### config.mk
export PLATFORM = sky130hd
export DESIGN_NAME = dll_loop_ctrl
export DESIGN_NICKNAME = d
export VERILOG_FILES = /design/src/rtl/dll_pkg.sv /design/src/rtl/dll_vote_filter.sv /design/src/rtl/dll_loop_ctrl.sv
export SDC_FILE = /design/constraint.sdc
export NUM_CORES = 1
export LEC_CHECK = 0
export CAP_MARGIN = 0
export CORE_MARGIN = 2
export CORE_UTILIZATION = 60
export CTS_BUF_LIST = sky130_fd_sc_hd__clkbuf_16
export CTS_CLUSTER_DIAMETER = 100
export DETAILED_ROUTE_END_ITERATION = 10
export DONT_BUFFER_PORTS = 1
export PLACE_DENSITY = 0.74
export SKIP_LAST_GASP = 1
export SYNTH_ARGS = -nofsm -noshare
export SYNTH_HDL_FRONTEND = slang
export SYNTH_SLANG_ARGS = --single-unit
### constraint.sdc
create_clock -name clk -period 4.1 [get_ports clk]
set_clock_uncertainty 0.1 [all_clocks]
set_input_delay 0.82 -clock clk [delete_from_list [all_inputs] [get_ports clk]]
set_output_delay 0.82 -clock clk [all_outputs]
set_load 0.005 [all_outputs]
### src/rtl/dll_pkg.sv
`default_nettype none
// +----------------------------------------------------------------------------+
// | Module      : dll_pkg                                                      |
// | Description : Shared types and default constants for the DLL loop control. |
// | Revision    : 1.0                                                          |
// +----------------------------------------------------------------------------+
package dll_pkg;

    localparam int DEF_CODE_W   = 6;
    localparam int DEF_FILT_TH  = 4;
    localparam int DEF_SETTLE   = 3;
    localparam int DEF_LOCK_REV = 4;

    // ST_ prefix keeps the SETTLE state distinct from the SETTLE parameter.
    typedef enum logic [1:0] {
        ST_IDLE   = 2'd0,
        ST_TRACK  = 2'd1,
        ST_SETTLE = 2'd2
    } state_e;

    typedef enum logic {
        DIR_UP = 1'b0,
        DIR_DN = 1'b1
    } dir_e;

endpackage : dll_pkg
`default_nettype wire

### src/rtl/dll_vote_filter.sv
`default_nettype none
// +----------------------------------------------------------------------------+
// | Module      : dll_vote_filter                                              |
// | Description : Signed majority-vote accumulator; strobes step_up/step_dn     |
// |               combinationally on the sample that reaches +/-FILT_TH.       |
// | Revision    : 1.0                                                          |
// +----------------------------------------------------------------------------+
module dll_vote_filter
    import dll_pkg::*;
#(
    parameter int FILT_TH = DEF_FILT_TH
) (
    input  logic clk,
    input  logic rst_n,
    input  logic clr,
    input  logic vote_valid,
    input  logic vote_late,
    output logic step_up,
    output logic step_dn
);

    localparam int ACC_W = $clog2(FILT_TH) + 2;
    localparam logic signed [ACC_W-1:0] ONE    = 1;
    localparam logic signed [ACC_W-1:0] TH_POS = ACC_W'(FILT_TH);
    localparam logic signed [ACC_W-1:0] TH_NEG = -TH_POS;

    logic signed [ACC_W-1:0] acc_q;
    logic signed [ACC_W-1:0] acc_d;
    logic signed [ACC_W-1:0] w_acc_next;

    always_comb begin
        w_acc_next = vote_late ? (acc_q - ONE) : (acc_q + ONE);
        step_up    = vote_valid && !clr && (w_acc_next == TH_POS);
        step_dn    = vote_valid && !clr && (w_acc_next == TH_NEG);
        acc_d      = acc_q;
        // A threshold hit consumes the votes, so |acc| never exceeds FILT_TH-1.
        if (clr || step_up || step_dn) begin
            acc_d = '0;
        end else if (vote_valid) begin
            acc_d = w_acc_next;
        end
    end

    always_ff @(posedge clk or negedge rst_n) begin
        if (!rst_n) begin
            acc_q <= '0;
        end else begin
            acc_q <= acc_d;
        end
    end

endmodule : dll_vote_filter
`default_nettype wire

### src/rtl/dll_loop_ctrl.sv
`default_nettype none
// +----------------------------------------------------------------------------+
// | Module      : dll_loop_ctrl                                                |
// | Description : DLL digital loop controller: filtered code stepping with     |
// |               settle blanking, lock and saturation reporting.              |
// |               Optional manual override enabled by DLL_CTRL_OVERRIDE_EN.    |
// | Revision    : 1.0                                                          |
// +----------------------------------------------------------------------------+
module dll_loop_ctrl
    import dll_pkg::*;
#(
    parameter int CODE_W    = DEF_CODE_W,
    parameter int CODE_INIT = 2 ** (CODE_W - 1),
    parameter int FILT_TH   = DEF_FILT_TH,
    parameter int SETTLE    = DEF_SETTLE,
    parameter int LOCK_REV  = DEF_LOCK_REV
) (
    input  logic              clk,
    input  logic              rst_n,
    input  logic              en,
    input  logic              pd_valid,
    input  logic              pd_late,
`ifdef DLL_CTRL_OVERRIDE_EN
    input  logic              ovr_en,
    input  logic [CODE_W-1:0] ovr_code,
`endif
    output logic [CODE_W-1:0] code_o,
    output logic              code_step_o,
    output logic              locked_o,
    output logic              sat_o
);

    localparam int REV_W = $clog2(LOCK_REV + 1);
    localparam int CNT_W = $clog2(SETTLE + 1);
    localparam logic [CODE_W-1:0] CODE_MAX   = '1;
    localparam logic [CODE_W-1:0] CODE_RST   = CODE_W'(CODE_INIT);
    localparam logic [REV_W-1:0]  LOCK_MAX   = REV_W'(LOCK_REV);
    localparam logic [CNT_W-1:0]  SETTLE_LD  = CNT_W'(SETTLE - 1);

    state_e              state_q, state_d;
    logic [CODE_W-1:0]   code_q, code_d;
    logic                code_step_q, code_step_d;
    logic                locked_q, locked_d;
    logic                sat_q, sat_d;
    logic [REV_W-1:0]    rev_q, rev_d;
    logic [CNT_W-1:0]    cnt_q, cnt_d;
    dir_e                dir_q, dir_d;
    logic                has_dir_q, has_dir_d;

    logic                w_ovr;
    logic [CODE_W-1:0]   w_ovr_code;
    logic                w_tracking;
    logic                w_step_up;
    logic                w_step_dn;
    logic                w_step_req;
    logic                w_at_limit;
    dir_e                w_step_dir;

`ifdef DLL_CTRL_OVERRIDE_EN
    assign w_ovr      = ovr_en;
    assign w_ovr_code = ovr_code;
`else
    assign w_ovr      = 1'b0;
    assign w_ovr_code = '0;
`endif

    // Votes only count in TRACK; the en 0->1 edge and SETTLE are blanked here.
    assign w_tracking = en && !w_ovr && (state_q == ST_TRACK);

    dll_vote_filter #(
        .FILT_TH    (FILT_TH)
    ) u_vote_filter (
        .clk        (clk),
        .rst_n      (rst_n),
        .clr        (!w_tracking),
        .vote_valid (w_tracking && pd_valid),
        .vote_late  (pd_late),
        .step_up    (w_step_up),
        .step_dn    (w_step_dn)
    );

    assign w_step_req = w_step_up || w_step_dn;
    assign w_step_dir = w_step_up ? DIR_UP : DIR_DN;
    assign w_at_limit = (w_step_up && (code_q == CODE_MAX)) ||
                        (w_step_dn && (code_q == '0));

    always_comb begin
        state_d     = state_q;
        code_d      = code_q;
        code_step_d = 1'b0;
        sat_d       = sat_q;
        rev_d       = rev_q;
        cnt_d       = cnt_q;
        dir_d       = dir_q;
        has_dir_d   = has_dir_q;
        if (w_ovr) begin
            state_d     = ST_IDLE;
            code_d      = w_ovr_code;
            code_step_d = (w_ovr_code != code_q);
            rev_d       = '0;
            has_dir_d   = 1'b0;
        end else if (!en) begin
            state_d   = ST_IDLE;
            rev_d     = '0;
            has_dir_d = 1'b0;
        end else begin
            case (state_q)
                ST_IDLE: begin
                    state_d = ST_TRACK;
                end
                ST_TRACK: begin
                    if (w_step_req) begin
                        if (w_at_limit) begin
                            sat_d = 1'b1;
                            rev_d = '0;
                        end else begin
                            code_d      = w_step_up ? (code_q + CODE_W'(1)) : (code_q - CODE_W'(1));
                            code_step_d = 1'b1;
                            sat_d       = 1'b0;
                            state_d     = ST_SETTLE;
                            cnt_d       = SETTLE_LD;
                            // Reversals are only counted once a reference direction exists.
                            if (has_dir_q) begin
                                if (dir_q != w_step_dir) begin
                                    rev_d = (rev_q == LOCK_MAX) ? rev_q : (rev_q + REV_W'(1));
                                end else begin
                                    rev_d = '0;
                                end
                            end
                            dir_d     = w_step_dir;
                            has_dir_d = 1'b1;
                        end
                    end
                end
                ST_SETTLE: begin
                    if (cnt_q == '0) begin
                        state_d = ST_TRACK;
                    end else begin
                        cnt_d = cnt_q - CNT_W'(1);
                    end
                end
                default: begin
                    state_d = ST_IDLE;
                end
            endcase
        end
        locked_d = (rev_d == LOCK_MAX);
    end

    always_ff @(posedge clk or negedge rst_n) begin
        if (!rst_n) begin
            state_q     <= ST_IDLE;
            code_q      <= CODE_RST;
            code_step_q <= 1'b0;
            locked_q    <= 1'b0;
            sat_q       <= 1'b0;
            rev_q       <= '0;
            cnt_q       <= '0;
            dir_q       <= DIR_UP;
            has_dir_q   <= 1'b0;
        end else begin
            state_q     <= state_d;
            code_q      <= code_d;
            code_step_q <= code_step_d;
            locked_q    <= locked_d;
            sat_q       <= sat_d;
            rev_q       <= rev_d;
            cnt_q       <= cnt_d;
            dir_q       <= dir_d;
            has_dir_q   <= has_dir_d;
        end
    end

    assign code_o      = code_q;
    assign code_step_o = code_step_q;
    assign locked_o    = locked_q;
    assign sat_o       = sat_q;

endmodule : dll_loop_ctrl
`default_nettype wire
# Word-level counts from Yosys, hierarchy flattened

Cells that the tools add are included.

Word-level logic and storage cells: 84
Bits of input ports: 5
Register bits: 22

$add $sub $neg: 6
Bitwise logic cells: 1
Equal/unequal tests: 17
Mux-type cells: 28
Reductions and logical operators: 22

Operators by type and width:

| kind                                                   | count |
|---|---|
| 2-to-1 mux 3 bit                                       | 7 |
| 2-to-1 mux 4 bit                                       | 3 |
| 2-to-1 mux 1 bit                                       | 10 |
| 2-to-1 mux 2 bit                                       | 5 |
| inequality test 3 bit (second input constant)          | 3 |
| AND reduction 3 bit                                    | 3 |
| inequality test 2 bit (second input constant)          | 4 |
| logical AND 1 bit                                      | 7 |
| adder 6 x 1 -> 6 bit (second input constant)           | 1 |
| == test 3 bit (second input constant)                  | 2 |
| == test 6 bit (second input constant)                  | 1 |
| logical NOT 6 bit                                      | 1 |
| 2-to-1 mux 6 bit                                       | 1 |
| one-hot mux 2 bit (3 select lines)                     | 1 |
| subtractor 6 x 1 -> 6 bit (second input constant)      | 1 |
| AND reduction 5 bit                                    | 1 |
| adder 4 x 2 -> 4 bit (second input constant)           | 1 |
| == test 4 x 3 -> 1 bit (second input constant)         | 1 |
| == test 4 bit (second input constant)                  | 1 |
| logical NOT 2 bit                                      | 2 |
| logical OR 1 bit                                       | 4 |
| inequality test 2 x 1 -> 1 bit (second input constant) | 2 |
| one-hot mux 2 bit (2 select lines)                     | 1 |
| AND reduction 4 bit                                    | 1 |
| 9 further kinds                                        | 10 |

# Depth between registers and ports, before layout

Gate-level depths: netlist of run 1.

Word-level depth: 14
Mapped depth: 12
Depth with buffers taken out: 12

# Hierarchy

From an unflattened synthesis of run 1, not the netlist that was laid out.

Cell total of the unflattened synthesis: 148
Area, all modules: 1,453.9 µm²

By module, submodules not included:

| module          | times used | cells an instance | area an instance (µm²) |
|---|---|---|---|
| dll_loop_ctrl   | 1          | 115               | 1,111.1 |
| dll_vote_filter | 1          | 33                | 342.8 |

# Worst setup path after synthesis of run 1

OpenSTA, ideal clock, no wires.

Path type: input-to-reg
Start: input port pd_late
End: register code_q[5], in the netlist code_o[5]
Library setup time: 75 ps
Arrival time: 3,181 ps
Stages on the path: 12
Slack: 744 ps
Cell sequence: inv_1 > fa_1 > xor2_1 > nor4_4 > o21ai_2 > ha_1 > a21o_1 > a21oi_1 > o21ai_0 > xnor2_1 > nor2_1 > xor2_1

Word-level cells in the longest chain between the ends: 7

Ends and longest elaborated chain:

| item                                                           | line                                         | RTL |
|---|---|---|
| start: declaration                                             | dll_loop_ctrl.sv:22                          | `input logic pd_late,` |
| 2-to-1 mux 4 bit *                                             | dll_vote_filter.sv:32                        | `w_acc_next = vote_late ? (acc_q - ONE) : (acc_q + ONE);` |
| == test 4 bit / == test 4 x 3 -> 1 bit (equally long branches) | dll_vote_filter.sv:33, dll_vote_filter.sv:34 |  |
| logical AND 1 bit, on equally long branches                    | dll_vote_filter.sv:33, dll_vote_filter.sv:34 |  |
| logical AND 1 bit, on equally long branches                    | dll_loop_ctrl.sv:84, dll_loop_ctrl.sv:85     |  |
| logical OR 1 bit                                               | dll_loop_ctrl.sv:84                          | `assign w_at_limit = (w_step_up && (code_q == CODE_MAX)) \|\|` |
| inverter 1 bit (no source line)                                | n/a                                          |  |
| AND reduction 4 bit (no source line)                           | n/a                                          |  |
| end signal: assignment                                         | dll_loop_ctrl.sv:163                         | `code_q <= code_d;` |
| end: declaration                                               | dll_loop_ctrl.sv:41                          | `logic [CODE_W-1:0] code_q, code_d;` |

Mark *: on every way between the ends. The rest lies on a longest branch, timed or not.
A chain may end at the register's enable or synchronous reset.

# Worst setup path in the final report of run 1

Same ends and word-level chain as after synthesis.

==> results of run 1 <==
==> routing by layer <==
metal  vias to the layer above  track usage, %  wire length (µm)
met5                         -               0                 0
met4                         0           8.974                44
met3                         4           5.085                80
met2                        14           44.86              1489
met1                       547           28.93              1241
li1                        534               -                 -
==> power by group <==
| group | switching [µW] | internal [µW] | total, µW |
|---|---|---|---|
| Sequential | 24.7 | 235 | 260 |
| Combinational | 76.3 | 69.7 | 146 |
| Clock | 77.5 | 194 | 271 |
| Total | 179 | 498 | 677 |
==> registers in the layout, summed over array words and instances, names as in the netlist <==
register,flops
rev_q,3
has_dir_q,1
dir_q,1
state_q,2
locked_o,1
code_o,6
sat_o,1
cnt_q,2
code_step_o,1
u_vote_filter.acc_q,4
==> critical path, delay by kind of cell <==
kind / cells / cell delay [ns]
AND/OR/NAND/NOR: 2 / 0.43
adder cells (fa/ha/maj): 2 / 0.76
AO/OA/AOI/OAI: 4 / 0.80
buffers and inverters: 1 / 0.05
XOR/XNOR: 3 / 0.52
==> metrics by stage <==
step | power (µW) | util, % | setup slack (ns) | cells | cell area, µm²
3_3_place_gp | 399.7 | 65.70 | 0.7570 | 176 | 1481
6_report | 676.9 | 70.37 | 0.8046 | 180 | 1587
5_1_grt | 713.7 | 70.37 | 0.6464 | 180 | 1587
2_1_floorplan | 379.5 | - | 0.7441 | 150 | 1464
4_1_cts | 680.6 | 70.37 | 0.8197 | 180 | 1587
3_5_place_dp | 404.0 | 65.70 | 0.6748 | 176 | 1481
==> Yosys cell counts (all sizes together) (4+ instances only) <==
library cell / number / share of area (%)
xnor2: 7 / 4.2
o22ai: 4 / 1.7
xor2: 4 / 2.4
nand2: 13 / 3.3
ha: 10 / 8.5
and2: 6 / 2.6
nand3: 4 / 1.4
inv: 12 / 3.1
a21oi: 8 / 3.0
nor4: 4 / 3.2
nor2: 9 / 2.3
o21ai: 12 / 4.4
dfrtp: 21 / 36
==> layout make-up <==
| class | count | area share, % |
|---|---|---|
| Inverter | 12 | 2.839 |
| Tap cell | 28 | 2.208 |
| Timing Repair Buffer | 1 | 0.4732 |
| Clock inverter | 1 | 1.893 |
| Clock buffer | 3 | 4.732 |
| Multi-Input combinational cell | 113 | 53.08 |
| Sequential cell | 22 | 34.78 |
==> path summary, 6_finish.rpt <==
path                                               startpoint                                 end  slack [ns]  cells past startpoint
max                                                   pd_late               code_o[5]$_DFFE_PN1P_        0.80                     12
min                                                     rst_n                cnt_q[1]$_DFFE_PN0P_        0.15                      0
max reg2reg                u_vote_filter.acc_q[0]$_DFFE_PN0P_               code_o[5]$_DFFE_PN1P_        0.95                     12
min reg2reg                            state_q[1]$_DFFE_PN0P_  u_vote_filter.acc_q[0]$_DFFE_PN0P_        0.43                      1
max in group asynchronous                               rst_n               code_o[5]$_DFFE_PN1P_        3.57                      0
min in group clk                       state_q[1]$_DFFE_PN0P_  u_vote_filter.acc_q[0]$_DFFE_PN0P_        0.43                      1
==> logic make-up after synthesis <==
| family | after synthesis | share of synthesized area, % |
|---|---|---|
| simple gates | 47 | 18.29 |
| compound gates | 38 | 17.52 |
| flops | 22 | 37.69 |
| buf+inv | 15 | 4.786 |
| fa+ha+maj | 12 | 11.28 |
| xor+xnor | 11 | 6.581 |
| mux | 5 | 3.846 |
==> metrics, run 1 <==
Final #Nets 170; port bufs 0; Yosys warning count 0; first-pass GRT wire length between 4000 and 5000 µm; WHS 0.1543 ns; CTS Root Cell clkbuf_16; antenna violations before repair 0; PD cells 426.7 mW/mm²; critical path's largest stage delay 0.44 ns; Arrival @ worst endpoint 3.38 ns; register area 551.8 µm²; WL per Instance 15.86 µm; post-route ant nets 0; Finish-stage setup viols 0; hold crit path type in -> async; Inserted Clock Buffers 3; Vias/cell between 6 and 7; Hold Buf Count CTS 0; total number of vias 1099; CTS tree built; CTS Buffer Depth 2; syn_nets 167; IO Pins 14; area of the multi-input gates 842.1 µm²; die width roughly 53 µm; crit-path most repeated cell xor2_1; crit path cell chain inv_1 -> fa_1 -> xor2_1 -> nor4_4 -> o21ai_2 -> ha_1 -> a21o_1 -> a21oi_1 -> o21ai_0 -> xnor2_1 -> nor2_1 -> xor2_1; Die Y between 50 and 60 µm; drt initial violations 17; GPL Wtd Cong 0.7813; VDD IR max 0.2948 mV; diode count 0; row cnt 17; Slew Limit Fails 0; critical path's slowest cell fa_1; commonest non-fill, non-tap cell in the layout dfrtp_1; Post-CTS Setup Inserts 0; largest net degree at the start of global routing 23; Synth Cell Area roughly 0.0015 mm²; Core Region 0.002255 mm²; Max-Cap Viols 0; Starting Density 64.93%; commonest cells after routing, fill and taps aside dfrtp_1 (21), nand2_1 (13), inv_1 (12); clock slew at reported path FFs 0.06 ns; Seq/Total Area, Yosys between 30% and 40%; Cells after Synth 150; Area Growth Syn to Fin 8.376%; crit share post-route about four fifths; Synth async-reset ratio 100.0%; mean area per synthesized cell 9.759 µm²; Primary FF master, synth dfrtp_1; Total GRT Usage 24.99%; slew margin rel. a little over three fifths; CP Capture Type flip-flop; Crit Path Max Fanout 7; vias in the first global route 1135; leakage 0.0007258 µW; Layout fillers 173; Setup CP Type in -> reg; DRC violation count after routing 0; drt total wl 2855 µm; clk sink count 22; DR pass1 iterations 4; Worst-Margin Slew 0.5615 ns; TNS Setup 0 ns; status finished clean; Clock Latency Late Sink 0.25 ns; CP required 4.18 ns; H-tree levels 1; RSZ-0062 raised after global routing no; detailed placement HPWL 2066 µm; layout cell share with drive strength beyond 1 approximately an eighth; Die Footprint roughly 0.0029 mm²; Peak Freq 0.3035 GHz; CP Launch Type primary input; Hold Vio Cnt, Final 0; Yosys reg bits 22; final critical-path required period about 3.3 ns; total gr overflow 0; number of synthesized flops with an enable pin 0; Synth cell types 45; cts repair resizes 0
Note: power is estimated with default switching activity, not from simulation.
==> run 2, diff against run 1 <==
ABC_AREA = 1   (was default)
CORE_UTILIZATION = 56   (was 60)
PLACE_DENSITY = 0.72   (was 0.74)
clock period = 2.7 ns   (was 4.1 ns; I/O delays follow)
==> metrics, run 2 <==
clock slew at reported path FFs 0.06 ns (about the same); Synth cell types 28 (was 45); CTS Root Cell clkbuf_16 (unchanged); port bufs 0 (unchanged); total gr overflow 0 (unchanged); CTS tree built (unchanged); commonest non-fill, non-tap cell in the layout nand2_1 (was dfrtp_1); Logic pwr share 22.9% (was 21.6%); Psw 309.3 µW (was 178.5 µW); total power 1079 µW (was 676.9 µW); dpl ws -0.08976 ns (was 0.6748 ns); Inserted Clock Buffers 3 (unchanged); Slew Limit Fails 0 (unchanged); row cnt 18 (was 17); max reg flops 6 (unchanged); Final #Nets 199 (was 170); critical path launch point u_vote_filter.acc_q[1]$_DFFE_PN0P_ (was pd_late); post-route ant nets 0 (unchanged); Total GRT Usage 24.18% (was 24.99%); drt total wl 2987 µm (was 2855 µm); Arrival @ worst endpoint 2.67 ns (was 3.38 ns); DRC violation count after routing 0 (unchanged); CP delay by family, top simple AND/OR/NAND/NOR gates (was compound AO/OA/AOI/OAI gates); DR pass1 iterations 4 (unchanged); Yosys warning count 0 (unchanged); Seq/Total Area, Yosys 39.52% (was 37.69%); syn_nets 191 (was 167); clk sink count 22 (unchanged); Yosys reg bits 22 (unchanged); share of power burned in registers 38.0% (was 38.4%); Peak Freq 0.3868 GHz; status finished clean (unchanged); Area Growth Syn to Fin 16.04% (was 8.376%); Vias/cell 5.540 (was 6.106); mean area per synthesized cell 8.025 µm² (was 9.759 µm²); Setup CP Type reg -> reg (was in -> reg); number of synthesized flops with an enable pin 0 (unchanged); cell taking the most area after synthesis dfrtp_1 (unchanged); first-pass GRT wire length 5023 µm (was 4974 µm); slew margin rel. 36.05% (was 62.47%); Clk pwr share 39.1% (was 40.1%); reg2reg start u_vote_filter.acc_q[1]$_DFFE_PN0P_ (was u_vote_filter.acc_q[0]$_DFFE_PN0P_); register area 551.8 µm² (unchanged); Die Footprint 0.002909 mm² (was 0.002851 mm²); Post-synth top cells nand2_1 (48), inv_1 (22), dfrtp_1 (21) (was dfrtp_1 (21), nand2_1 (13), inv_1 (12)); Cells after Synth 174 (was 150); hold crit path type in -> async (unchanged); Finish-stage setup viols 0 (unchanged); Clock Latency Late Sink 0.26 ns (was 0.25 ns); ranking of synthesized cells by area dfrtp_1 (38%), nand2_1 (13%), ha_1 (9.0%) (was dfrtp_1 (36%), ha_1 (8.5%), xnor2_1 (4.2%)); leakage 0.0008255 µW (was 0.0007258 µW); CP required 2.78 ns (was 4.18 ns); Crit Path Max Fanout 5 (was 7); crit-path most repeated cell nand2_1 (was xor2_1); VDD IR max 0.5491 mV (was 0.2948 mV); WL per Instance 14.16 µm (was 15.86 µm); Worst-Margin Slew 0.9561 ns (was 0.5615 ns); critical path's largest stage delay 0.41 ns (was 0.44 ns); PD cells 666.0 mW/mm² (was 426.7 mW/mm²); total number of vias 1169 (was 1099); Hold Vio Cnt, Final 0 (unchanged); die width 53.94 µm (was 53.40 µm); Max-Cap Viols 0 (unchanged); layout cell share with drive strength beyond 1 17.68% (was 12.50%); number of cells after detailed placement 205 (was 176); Core Region 0.002410 mm² (was 0.002255 mm²); detailed placement HPWL 2059 µm (was 2066 µm); CP bufs+invs 0 (was 1); largest net degree at the start of global routing 22 (was 23); crit share post-route 95.76%; vias in the first global route 1173 (was 1135); Die Y 53.94 µm (was 53.40 µm); RSZ-0062 raised after global routing yes (was no); IO Pins 14 (unchanged); drt initial violations 16 (was 17); crit path cell chain ha_4 -> ha_1 -> nand4_1 -> nor2_4 -> nand3_4 -> ha_4 -> a21oi_2 -> nand2_1 -> nand2_1 -> nand2_1 -> a21oi_2 -> nand2_1 -> nand2_2 -> nor2_2 -> xor2_1 (was inv_1 -> fa_1 -> xor2_1 -> nor4_4 -> o21ai_2 -> ha_1 -> a21o_1 -> a21oi_1 -> o21ai_0 -> xnor2_1 -> nor2_1 -> xor2_1); final setup margin 0.1144 ns (was 0.8046 ns); CP Capture Type flip-flop (unchanged); GPL Wtd Cong 0.8915 (was 0.7813); Int Pwr 769.9 µW (was 498.4 µW); Layout fillers 185 (was 173); diode count 0 (unchanged); Starting Density 57.94% (was 64.93%); CTS Buffer Depth 2 (unchanged); final critical-path required period around 2.6 ns; commonest cells after routing, fill and taps aside nand2_1 (48), inv_1 (21), dfrtp_1 (21) (was dfrtp_1 (21), nand2_1 (13), inv_1 (12)); switch share 28.66% (was 26.37%); Synth Cell Area 0.001396 mm² (was 0.001464 mm²); Layout Cells excl Fill 211 (was 180); Yosys top cell area share 37.63% (was 35.90%); Synth async-reset ratio 100.0% (unchanged); critical path's slowest cell dfrtp_1 (was fa_1); cell with the most instances after synthesis nand2_1 (was dfrtp_1); CP Launch Type flip-flop (was primary input); Primary FF master, synth dfrtp_1 (unchanged); H-tree levels 1 (unchanged); area of the multi-input gates 803.3 µm² (was 842.1 µm²); antenna violations before repair 0 (unchanged)
run 2: cell count changes in the layout (fill, tap and decap cells not counted), sizes merged, moves of 3 or more:
cell	change
nor2	+5
nand2	+39
nand3	+13
nor4	-4
o21ai	-3
mux2i	-3
inv	+12
xnor2	-5
and2	-5
a31oi	-3
a21oi	-4
run 2: path summary, 6_finish.rpt:
| path | end | slack (ns) | depth (start not counted) |
|---|---|---|---|
| worst max register to register | code_o[5]$_DFFE_PN1P_ | 0.11 | 15 |
| worst min-delay path | code_o[5]$_DFFE_PN1P_ | 0.02 | 0 |
| max in group asynchronous | dir_q$_DFFE_PN0P_ | 1.14 | 1 |
| worst min register to register | cnt_q[0]$_DFFE_PN0P_ | 0.44 | 3 |
| min in group clk | rev_q[1]$_DFF_PN0_ | 0.30 | 2 |
| worst max-delay path | code_o[5]$_DFFE_PN1P_ | 0.11 | 15 |
run 2: area by class of cell:
class                           count  area share [%]
Sequential cell                    22           34.05
Clock inverter                      1           1.853
Tap cell                           30           2.317
Inverter                           24           5.560
Timing Repair Buffer                4           2.008
Clock buffer                        3           4.633
Multi-Input combinational cell    127           49.58
run 2: routing by layer:
metal	GRT usage [%]	up-vias	share of wire (%)
li1	-	572	-
met1	28.27	556	41
met2	41.26	35	51
met3	5.556	6	5.4
met4	11.97	0	1.6
met5	0	-	0
run 2: cell families after synthesis:
kind of cell    after synthesis  share of synthesized area [%]
flops                        22                          39.52
compound gates               17                          6.541
simple gates                 93                          31.72
buf+inv                      25                          7.258
xor+xnor                      5                          3.137
fa+ha+maj                    12                          11.83
run 2: through the flow:
step | hold slack, ns | TNS (ns) | util (%) | instance area (µm²)
final | 0.01720 | 0 | 67.24 | 1620
after global routing | 0.009444 | -0.03108 | 67.24 | 1620
after CTS | 0.01463 | 0 | 65.63 | 1582
after detailed placement | 0.1450 | -0.08976 | 60.70 | 1463
after global placement | 0.1449 | 0 | 60.70 | 1463
after floorplan | 0.1444 | 0 | - | 1421
run 2: what timing repair did:
action | 4_1_cts | 5_1_grt
gates resized for setup | 1 | 5
buffers inserted | 0 | 1
pin swaps | 0 | 5
endpoints found under the hold margin | 21 | 0
endpoints found under the setup margin | 1 | 1
hold buffers | 1 | 0
run 2: power by group through the flow:
stage / logic, µW / clock network (µW) / registers [µW]
3_5_place_dp: 215 / 0 / 415
5_1_grt: 279 / 439 / 415
6_report: 247 / 422 / 410
2_1_floorplan: 181 / 0 / 404
4_1_cts: 236 / 428 / 409
3_3_place_gp: 209 / 0 / 413
